===== src/rtl/dmem_arbiter_if.sv =====
// dmem_arbiter_if: word-level valid/ready request channel between a requester and the data-memory arbiter.
interface dmem_arbiter_if #(parameter int AW = 32);
  logic valid;
  logic write;
  logic [AW-1:0] addr;
  logic [31:0] wdata;
  logic ready;
  logic done;
  logic [31:0] rdata;
  logic err;
  modport master(output valid, write, addr, wdata, input ready, done, rdata, err);
  modport slave(input valid, write, addr, wdata, output ready, done, rdata, err);
endinterface


===== src/rtl/dmem_arbiter.sv =====
// dmem_arbiter: round-robin two-port word access sequenced as four big-endian byte accesses on a byte RAM.
// Optional DMEM_ALIGN_CHECK_EN: unaligned word addresses are rejected with err.
module dmem_arbiter #(
  parameter int DEPTH = 36,
  parameter int AW = 32
) (
  input  logic clk,
  input  logic reset,
  dmem_arbiter_if.slave req0,
  dmem_arbiter_if.slave req1,
  output logic [AW-1:0] mem_addr,
  output logic mem_we,
  output logic mem_re,
  output logic [7:0] mem_wdata,
  input  logic [7:0] mem_rdata
);
  typedef enum logic [1:0] {IDLE, XFER, DRAIN, DONE} state_t;
  state_t state;
  logic [1:0] cnt;
  logic gnt, wr, bad, we_r, re_r, sel, take, bad_in, w_in;
  logic [23:0] wbuf, rbuf;
  logic [AW-1:0] a_in;
  logic [31:0] d_in;
  // gnt remembers the last granted port; it also steers the done/rdata of the current access
  assign req0.ready = reset && state == IDLE && req0.valid && (!req1.valid || gnt);
  assign req1.ready = reset && state == IDLE && req1.valid && (!req0.valid || !gnt);
  assign sel = req1.ready;
  assign take = req0.ready || req1.ready;
  assign a_in = sel ? req1.addr : req0.addr;
  assign d_in = sel ? req1.wdata : req0.wdata;
  assign w_in = sel ? req1.write : req0.write;
`ifdef DMEM_ALIGN_CHECK_EN
  assign bad_in = a_in > AW'(DEPTH - 4) || a_in[1:0] != 2'b00;
`else
  assign bad_in = a_in > AW'(DEPTH - 4);
`endif
  // strobes drop in the very cycle reset is asserted so an aborted store stops at once
  assign mem_we = we_r && reset;
  assign mem_re = re_r && reset;
  always_ff @(posedge clk) begin
    if (!reset) begin
      state <= IDLE;
      cnt <= 2'd0;
      gnt <= 1'b1;
      wr <= 1'b0;
      bad <= 1'b0;
      we_r <= 1'b0;
      re_r <= 1'b0;
      wbuf <= 24'h0;
      rbuf <= 24'h0;
      mem_addr <= '0;
      mem_wdata <= 8'h00;
      req0.done <= 1'b0;
      req1.done <= 1'b0;
      req0.err <= 1'b0;
      req1.err <= 1'b0;
      req0.rdata <= 32'h0;
      req1.rdata <= 32'h0;
    end else begin
      req0.done <= 1'b0;
      req1.done <= 1'b0;
      req0.err <= 1'b0;
      req1.err <= 1'b0;
      case (state)
        IDLE: if (take) begin
          state <= XFER;
          cnt <= 2'd0;
          gnt <= sel;
          wr <= w_in;
          bad <= bad_in;
          we_r <= !bad_in && w_in;
          re_r <= !bad_in && !w_in;
          mem_addr <= a_in;
          mem_wdata <= d_in[31:24];
          wbuf <= d_in[23:0];
        end
        XFER: if (bad) begin
          state <= DONE;
          req0.done <= !gnt;
          req1.done <= gnt;
          req0.err <= !gnt;
          req1.err <= gnt;
        end else begin
          cnt <= cnt + 2'd1;
          rbuf <= {rbuf[15:0], mem_rdata};
          if (cnt == 2'd3) begin
            state <= DRAIN;
            we_r <= 1'b0;
            re_r <= 1'b0;
          end else begin
            mem_addr <= mem_addr + AW'(1);
            mem_wdata <= wbuf[23:16];
            wbuf <= {wbuf[15:0], 8'h00};
          end
        end
        DRAIN: begin
          state <= DONE;
          req0.done <= !gnt;
          req1.done <= gnt;
          if (!wr && gnt) req1.rdata <= {rbuf, mem_rdata};
          if (!wr && !gnt) req0.rdata <= {rbuf, mem_rdata};
        end
        DONE: state <= IDLE;
      endcase
    end
  end
endmodule


===== src/flat_wrapper.sv =====
// flat-port wrapper written by rule: the top's interface ports become plain ports
module dmem_arbiter_flat 
#(
  parameter int DEPTH = 36,
  parameter int AW = 32
)
  (clk, reset, mem_addr, mem_we, mem_re, mem_wdata, mem_rdata, req0_valid, req0_write, req0_addr, req0_wdata, req0_ready, req0_done, req0_rdata, req0_err, req1_valid, req1_write, req1_addr, req1_wdata, req1_ready, req1_done, req1_rdata, req1_err);
  dmem_arbiter_if #(.AW(AW)) req0_i ();
  dmem_arbiter_if #(.AW(AW)) req1_i ();
  input  logic clk;
  input  logic reset;
  output logic [AW-1:0] mem_addr;
  output logic mem_we;
  output logic mem_re;
  output logic [7:0] mem_wdata;
  input  logic [7:0] mem_rdata;
  input wire logic [$bits(req0_i.valid)-1:0] req0_valid;
  input wire logic [$bits(req0_i.write)-1:0] req0_write;
  input wire logic [$bits(req0_i.addr)-1:0] req0_addr;
  input wire logic [$bits(req0_i.wdata)-1:0] req0_wdata;
  output wire logic [$bits(req0_i.ready)-1:0] req0_ready;
  output wire logic [$bits(req0_i.done)-1:0] req0_done;
  output wire logic [$bits(req0_i.rdata)-1:0] req0_rdata;
  output wire logic [$bits(req0_i.err)-1:0] req0_err;
  input wire logic [$bits(req1_i.valid)-1:0] req1_valid;
  input wire logic [$bits(req1_i.write)-1:0] req1_write;
  input wire logic [$bits(req1_i.addr)-1:0] req1_addr;
  input wire logic [$bits(req1_i.wdata)-1:0] req1_wdata;
  output wire logic [$bits(req1_i.ready)-1:0] req1_ready;
  output wire logic [$bits(req1_i.done)-1:0] req1_done;
  output wire logic [$bits(req1_i.rdata)-1:0] req1_rdata;
  output wire logic [$bits(req1_i.err)-1:0] req1_err;
  assign req0_i.valid = req0_valid;
  assign req0_i.write = req0_write;
  assign req0_i.addr = req0_addr;
  assign req0_i.wdata = req0_wdata;
  assign req0_ready = req0_i.ready;
  assign req0_done = req0_i.done;
  assign req0_rdata = req0_i.rdata;
  assign req0_err = req0_i.err;
  assign req1_i.valid = req1_valid;
  assign req1_i.write = req1_write;
  assign req1_i.addr = req1_addr;
  assign req1_i.wdata = req1_wdata;
  assign req1_ready = req1_i.ready;
  assign req1_done = req1_i.done;
  assign req1_rdata = req1_i.rdata;
  assign req1_err = req1_i.err;
  dmem_arbiter #(.DEPTH(DEPTH), .AW(AW)) u_core (.clk(clk), .reset(reset), .req0(req0_i), .req1(req1_i), .mem_addr(mem_addr), .mem_we(mem_we), .mem_re(mem_re), .mem_wdata(mem_wdata), .mem_rdata(mem_rdata));
endmodule

===== config.mk =====
export PLATFORM = sky130hd
export DESIGN_NAME = dmem_arbiter_flat
export DESIGN_NICKNAME = d
export VERILOG_FILES = /design/src/rtl/dmem_arbiter_if.sv /design/src/rtl/dmem_arbiter.sv /design/src/flat_wrapper.sv
export SDC_FILE = /design/constraint.sdc
export NUM_CORES = 1
export LEC_CHECK = 0
export BUFFER_PORTS_ARGS = -buffer_cell sky130_fd_sc_hd__buf_2
export CORE_MARGIN = 4
export CORE_UTILIZATION = 35
export CTS_CLUSTER_SIZE = 20
export DETAILED_ROUTE_END_ITERATION = 10
export PLACE_DENSITY_LB_ADDON = 0.08
export SLEW_MARGIN = 20
export SYNTH_ARGS = -nofsm -noshare
export SYNTH_HDL_FRONTEND = slang
export SYNTH_SLANG_ARGS = --single-unit

===== constraint.sdc =====
create_clock -name clk -period 2.1 [get_ports clk]
set_input_delay 0.42 -clock clk [delete_from_list [all_inputs] [get_ports clk]]
set_output_delay 0.42 -clock clk [all_outputs]
set_load 0.01 [all_outputs]

==> metrics.yaml, run 1 <==
status: "finished clean"
synth.lib_cells_used.distinct: 63
fmax_ghz: 0.4964
final_antenna_net_count: 0
area.growth.synth_to_final_pct: 31.86
path_max_fanout: 5
finish.instance_area_um2: 10420
global_route.usage.total_pct: 20.09
multiInputGateArea_um2: 4319
num_io_pins: 254
final_cell_mix: "buf_2, nand2_1, dfxtp_1"
crit_path_end: "req1_ready"
data_required_time_of_the_critical_path_ns: 1.68
timing.reg2reg.worst_path_depth: 5
ys.warnings.count: 0
post_cts_hold_buffer_count: 0
synth.net_count: 1113
tritoncts_num_sinks: 165
dr.first_iter.drc_count: 327
globalRoute.totalOverflow: 0
final-seq-area_um2: 3304
crit_path_start_kind: "flip-flop"
synthesis.area_um2: 7899
rsz0062_at_grt: "false"
ir_worst_vdd_mv: 0.9719
drc_errors_left: 0
finalSetupViolations: 0
r2r_start: "u_core.mem_addr[15]"
worstPathArrival_ns: 1.59
post-place-ws_ns: -0.003267
grt_start_max_net_pins: 56
antenna_found_initial: 1
layout.cells.most_common: "buf_2"
maximum_clock_insertion_buffer_count: 2
finalWeightedCongestion: 0.8232
synth-edff-count: 0
io_buffer_count: 253
first_pass_iters: 5
ys_seq_elements: 165
insertedDiodeCount: 0
p_per_area_nw_per_um2: 1189
static-leakage-power_nw: 4.627
dp_hpwl_um: 18540
synth_async_sr_flop_share_pct: 0
synth_seq_area_share_pct: 41.82
worst-setup-path-type: "flip-flop to output pin"
drv.max_cap_violation_count: 0
netlist_instances: 965
worst_r2r_endpoint: "u_core.mem_addr[30]"
worst_slew_pin_slew_ns: 0.4798
cts.reportedPaths.clkPinSlew_ns: 0.06
root_buffer: "clkbuf_16"
drt_wl_total_um: 25640
worst_skew_pair.late_latency_ns: 0.43
dieWidth_um: 158.2
post_drt_via_cell_ratio: 5.158
fill_count: 2269
fin_ws_ns: 0.08546
core_region_area_um2: 22030
post_route_clock_period_utilization_pct: 95.93
global_route_wire_length_before_repair_um: 39990
top_flip_flop_cell_by_instance_count_after_synthesis: "dfxtp_1"
finish.net_count: 1372
num_rows: 54
period_minus_slack_ns: 2.015
design.die.area_um2: 25040
synth_area_per_cell_um2: 8.185
worst_hold_path_type: "primary input to flip-flop"
worstSetupStartpoint: "u_core.state[1]"
slew_violations: 0
final-hold-violation-count: 0
final_layout_size_suffix_gt1_share_pct: 32.61
end_kind: "output pin"
timing.reg2reg.setup_slack_ns: 0.13
routed-via-count: 7820
post_dp_cell_area_um2: 9762
number_of_global_route_vias_before_repair: 7593
dieHeight_um: 158.2
timing.hold.worst_path_depth: 2
cts_tree: "yes"
post_drt_wl_per_cell_um: 16.91
holdWs_ns: 0.2453
timing.slew.headroom_pct: 68.01
htree_num_levels: 4
clock-skew-final_ns: 0.01112
tritoncts.num_buffers: 17
postLayoutCoreUtil_pct: 47.28
initial_core_util_pct: 35.86
layout make-up:
cell class	instances	share of cell area, %
well taps	280	3.364
inverters	11	0.3964
flip-flops and latches	165	31.73
repair buffers	308	17.46
multi-input cells	721	41.47
clock buffers	18	4.217
clock inverters	13	1.370
synth_stat cells (7+ instances only):
| cell type | number | share of area [%] |
|---|---|---|
| a211oi_1 | 7 | 0.67 |
| a21boi_0 | 36 | 3.4 |
| a21oi_1 | 79 | 5.0 |
| a31oi_1 | 10 | 0.79 |
| and3_1 | 17 | 1.3 |
| buf_2 | 17 | 1.1 |
| clkbuf_1 | 44 | 2.1 |
| dfxtp_1 | 165 | 42 |
| inv_1 | 11 | 0.52 |
| mux2_2 | 31 | 4.4 |
| mux2i_1 | 43 | 5.4 |
| nand2_1 | 246 | 12 |
| nand3_1 | 40 | 2.5 |
| nand4_1 | 13 | 1.0 |
| nor2_1 | 23 | 1.1 |
| nor3_1 | 10 | 0.63 |
| nor4_1 | 20 | 1.6 |
| o21ai_0 | 54 | 3.4 |
| o31a_1 | 8 | 0.89 |
how the worst min path moves through the flow:
| stage | from | end | slack (ns) |
|---|---|---|---|
| after floorplan | u_core.wbuf[0] | u_core.wbuf[0] | 0.42 |
| after global placement | u_core.wbuf[6] | u_core.wbuf[6] | 0.43 |
| after detailed placement | u_core.wbuf[1] | u_core.wbuf[1] | 0.44 |
| after CTS | reset | u_core.gnt | 0.23 |
| after global routing | reset | u_core.gnt | 0.26 |
| final | reset | u_core.gnt | 0.25 |
cell families (layout without fill, tap and decap cells):
family	Yosys count	in the layout	share of synthesized area (%)
multiplexers	74	74	9.868
buffers and inverters	79	350	4.372
AO/OA/AOI/OAI	240	240	19.40
adder cells (fa/ha/maj)	6	6	0.9504
flip-flops	165	165	41.82
AND/OR/NAND/NOR	401	401	23.59
critical path, stage by stage, from the launching register on:
cell and delay, ns:
dfxtp_1 0.34, inv_2 0.07, ha_4 0.17, and3_4 0.18, nand2_4 0.11, inv_2 0.06, buf_6 0.12, buf_2 0.13
report_power, final:
group,internal (W),total (W),switching [W]
combinational,0.00210,0.00490,0.00280
clock,0.00170,0.00310,0.00141
sequential,0.00379,0.00438,0.000584
total,0.00759,0.0124,0.00479
sequential cells by signal, indices dropped and copies added (netlist names), 2 cells and up:
register	count
u_core.wbuf	24
u_core.state	2
u_core.req0.rdata	32
u_core.req1.rdata	32
u_core.mem_addr	32
u_core.rbuf	24
u_core.cnt	2
u_core.mem_wdata	8
metrics by stage:
stage                     power, W  setup TNS, ns  cells
after CTS                  0.01248              0   1514
after global placement    0.009286              0   1482
after global routing       0.01317              0   1516
final                      0.01238              0   1516
after detailed placement  0.009295      -0.003267   1482
after floorplan           0.007212              0    965
layer usage:
| layer | vias to the layer above | global-route usage (%) | share of wire [%] |
|---|---|---|---|
| met3 | 32 | 4.347 | 6.0 |
| met2 | 247 | 33.12 | 47 |
| met4 | 2 | 6.621 | 2.0 |
| met5 | - | 0 | 0.051 |
| li1 | 3953 | - | - |
| met1 | 3586 | 26.18 | 45 |
timing repair:
action	in CTS	in global routing
resized for setup	6	8
endpoints found under the setup margin	2	11
pin swaps	0	2
buffers inserted	1	2
No activity file was read; power rests on OpenSTA's default activity.
==> run 2, diff against run 1 <==
CORE_MARGIN = not set   (was 4)
==> run 2 against run 1 <==
Compared with the run above: the flow now finishes with violations (DRC); via count grew 1.2%; register-to-register slack worse by 0.03 ns; global-route usage grew 1.8 points; maximum frequency about the same; combinational power is 3% higher; final area is 0.18% higher; highest routed layer is now met4; flip-flop and latch count unchanged; wire length up 0.15%; largest power group unchanged; critical path depth is the same.
==> metrics.yaml, run 2 (synthesized netlist as in run 1, its figures left out) <==
worst_slew_pin_slew_ns: 0.6505  # +0.1707 ns
core_region_area_um2: 21960  # -0.31%
rsz0062_at_grt: "true"
drv.max_cap_violation_count: 0  # unchanged
drc_errors_left: 14  # +14
final_layout_size_suffix_gt1_share_pct: 32.98  # +0.38 points
routed-via-count: 7912  # +1.2%
tritoncts.num_buffers: 17  # unchanged
layout.cells.most_common: "buf_2"
final-hold-violation-count: 0  # unchanged
critPathMostFrequentCell: "inv_2"
top_registers: "u_core.mem_addr x32, u_core.req0.rdata x32, u_core.req1.rdata x32"
postLayoutCoreUtil_pct: 47.52  # +0.23 points
post_drt_wl_per_cell_um: 16.86  # -0.31%
end_kind: "output pin"
drt_wl_total_um: 25670  # +0.15%
slew_violations: 0  # unchanged
violations: "DRC"
dr.first_iter.drc_count: 364  # +11%
grt_start_max_net_pins: 63  # +13%
crit_path_start_kind: "flip-flop"
worst_path_dominant_cell_family: "buffers and inverters"
fill_count: 2264  # -0.22%
cts_tree: "yes"
final_cell_mix: "buf_2, nand2_1, dfxtp_1"
antenna_found_initial: 0  # -1
data_required_time_of_the_critical_path_ns: 1.68  # about the same
post_cts_hold_buffer_count: 0  # unchanged
fin_ws_ns: 0.08393  # -0.001530 ns
fmax_ghz: 0.4960  # about the same
globalRoute.totalOverflow: 0  # unchanged
critical_path.slowest_cell: "dfxtp_2"
p_per_area_nw_per_um2: 1195  # +0.50%
worst-setup-path-type: "flip-flop to output pin"
post-place-ws_ns: -0.01833  # -0.01506 ns
worst_hold_path_type: "primary input to flip-flop"
dp_hpwl_um: 17860  # -3.7%
period_minus_slack_ns: 2.016  # +0.001530 ns
cts.reportedPaths.clkPinSlew_ns: 0.07  # about the same
power_w: 0.01247  # +0.68%
num_io_pins: 254  # unchanged
tritoncts_num_sinks: 165  # unchanged
initial_core_util_pct: 35.97  # +0.11 points
global_route_wire_length_before_repair_um: 40450  # +1.2%
finish.net_count: 1378  # +0.44%
dieHeight_um: 152.2  # -3.8%
path_max_fanout: 9  # +4
design.die.area_um2: 23170  # -7.4%
num_rows: 54  # unchanged
timing.critical_path.cells: "inv_2 -> ha_4 -> and3_4 -> nand2_4 -> inv_2 -> buf_12 -> buf_2"
crit_path_max_incr_delay_ns: 0.33  # about the same
htree_num_levels: 4  # unchanged
maximum_clock_insertion_buffer_count: 2  # unchanged
io_buffer_count: 253  # unchanged
dieWidth_um: 152.2  # -3.8%
post_drt_via_cell_ratio: 5.195  # +0.71%
static-leakage-power_nw: 4.632  # +0.12%
worst_skew_pair.late_latency_ns: 0.42  # about the same
global_route.usage.total_pct: 21.84  # +1.8 points
clock-skew-final_ns: 0.01212  # +0.0009941 ns
final_antenna_net_count: 0  # unchanged
timing.setup.tns_ns: 0  # unchanged
insertedDiodeCount: 0  # unchanged
timing.slew.headroom_pct: 56.63  # -11 points
area.growth.synth_to_final_pct: 32.09
ir_worst_vdd_mv: 0.6038  # -38%
first_pass_iters: 11  # +6
number_of_global_route_vias_before_repair: 7533  # -0.79%
finalSetupViolations: 0  # unchanged
worstPathArrival_ns: 1.60  # about the same
post_route_clock_period_utilization_pct: 96.00  # about the same
finalWeightedCongestion: 0.8435  # +2.5%
root_buffer: "clkbuf_16"
critPathBufInv: 4  # unchanged
status: "complete, but fails checks"
[run 2: cell types whose count changed in the layout (fill, tap and decap cells not counted), moves of 2 or more]
cell,change
buf_4,+8
clkinv_4,-4
clkbuf_1,+2
clkinvlp_4,+2
dfxtp_1,-2
dfxtp_2,+2
inv_6,+2
[run 2: final timing paths]
check | startpoint | end | slack, ns | cells after the start
hold reg to reg | u_core.req0.rdata[23] | u_core.req0.rdata[23] | 0.45 | 2
setup reg to reg | u_core.state[1] | u_core.mem_addr[29] | 0.10 | 7
hold / removal | mem_rdata[1] | u_core.req0.rdata[1] | 0.26 | 3
setup / recovery | u_core.state[0] | req1_ready | 0.08 | 7
[run 2: what timing repair did]
item,in CTS,in global routing
gates cloned,0,1
resized for setup,10,6
pin swaps,0,2
setup endpoints to repair,1,12
buffers inserted,0,8
[run 2: tightest hold or removal path: cells and delay by family]
kind                   cells  cell delay [ns]
buffers and inverters      1             0.12
and+or+nand+nor            1             0.05
AOI/OAI and AO/OA          1             0.05
[run 2: power by group]
part	total (W)	internal (W)	switching, W
Combinational	0.00503	0.00212	0.00291
Clock	0.00307	0.00167	0.00140
Sequential	0.00436	0.00380	0.000565
Total	0.0125	0.00759	0.00487
[run 2: per-layer routing]
layer	vias to the layer above	track usage, %	wire length [um]
met5	-	0	0
met4	0	7.046	433
met3	27	3.953	1261
met2	231	37.15	12380
met1	3695	27.88	11600
li1	3959	-	-
[run 2: final cells by class]
class / instances / area, um2 / share of cell area [%]
clock inverters: 13 / 140.1 / 1.343
inverters: 11 / 41.29 / 0.3957
clock buffers: 19 / 432.9 / 4.149
repair buffers: 313 / 1832 / 17.56
multi-input cells: 722 / 4330 / 41.50
well taps: 280 / 350.3 / 3.358
flip-flops and latches: 165 / 3307 / 31.69
[run 2: stage by stage]
step           cells  hold WS (ns)  area (um2)
6_report        1523        0.2605       10430
5_1_grt         1523        0.2477       10430
4_1_cts         1514        0.2465       10340
3_5_place_dp    1482        0.4411        9737
3_3_place_gp    1482        0.4323        9737
2_1_floorplan    965        0.4244        7899
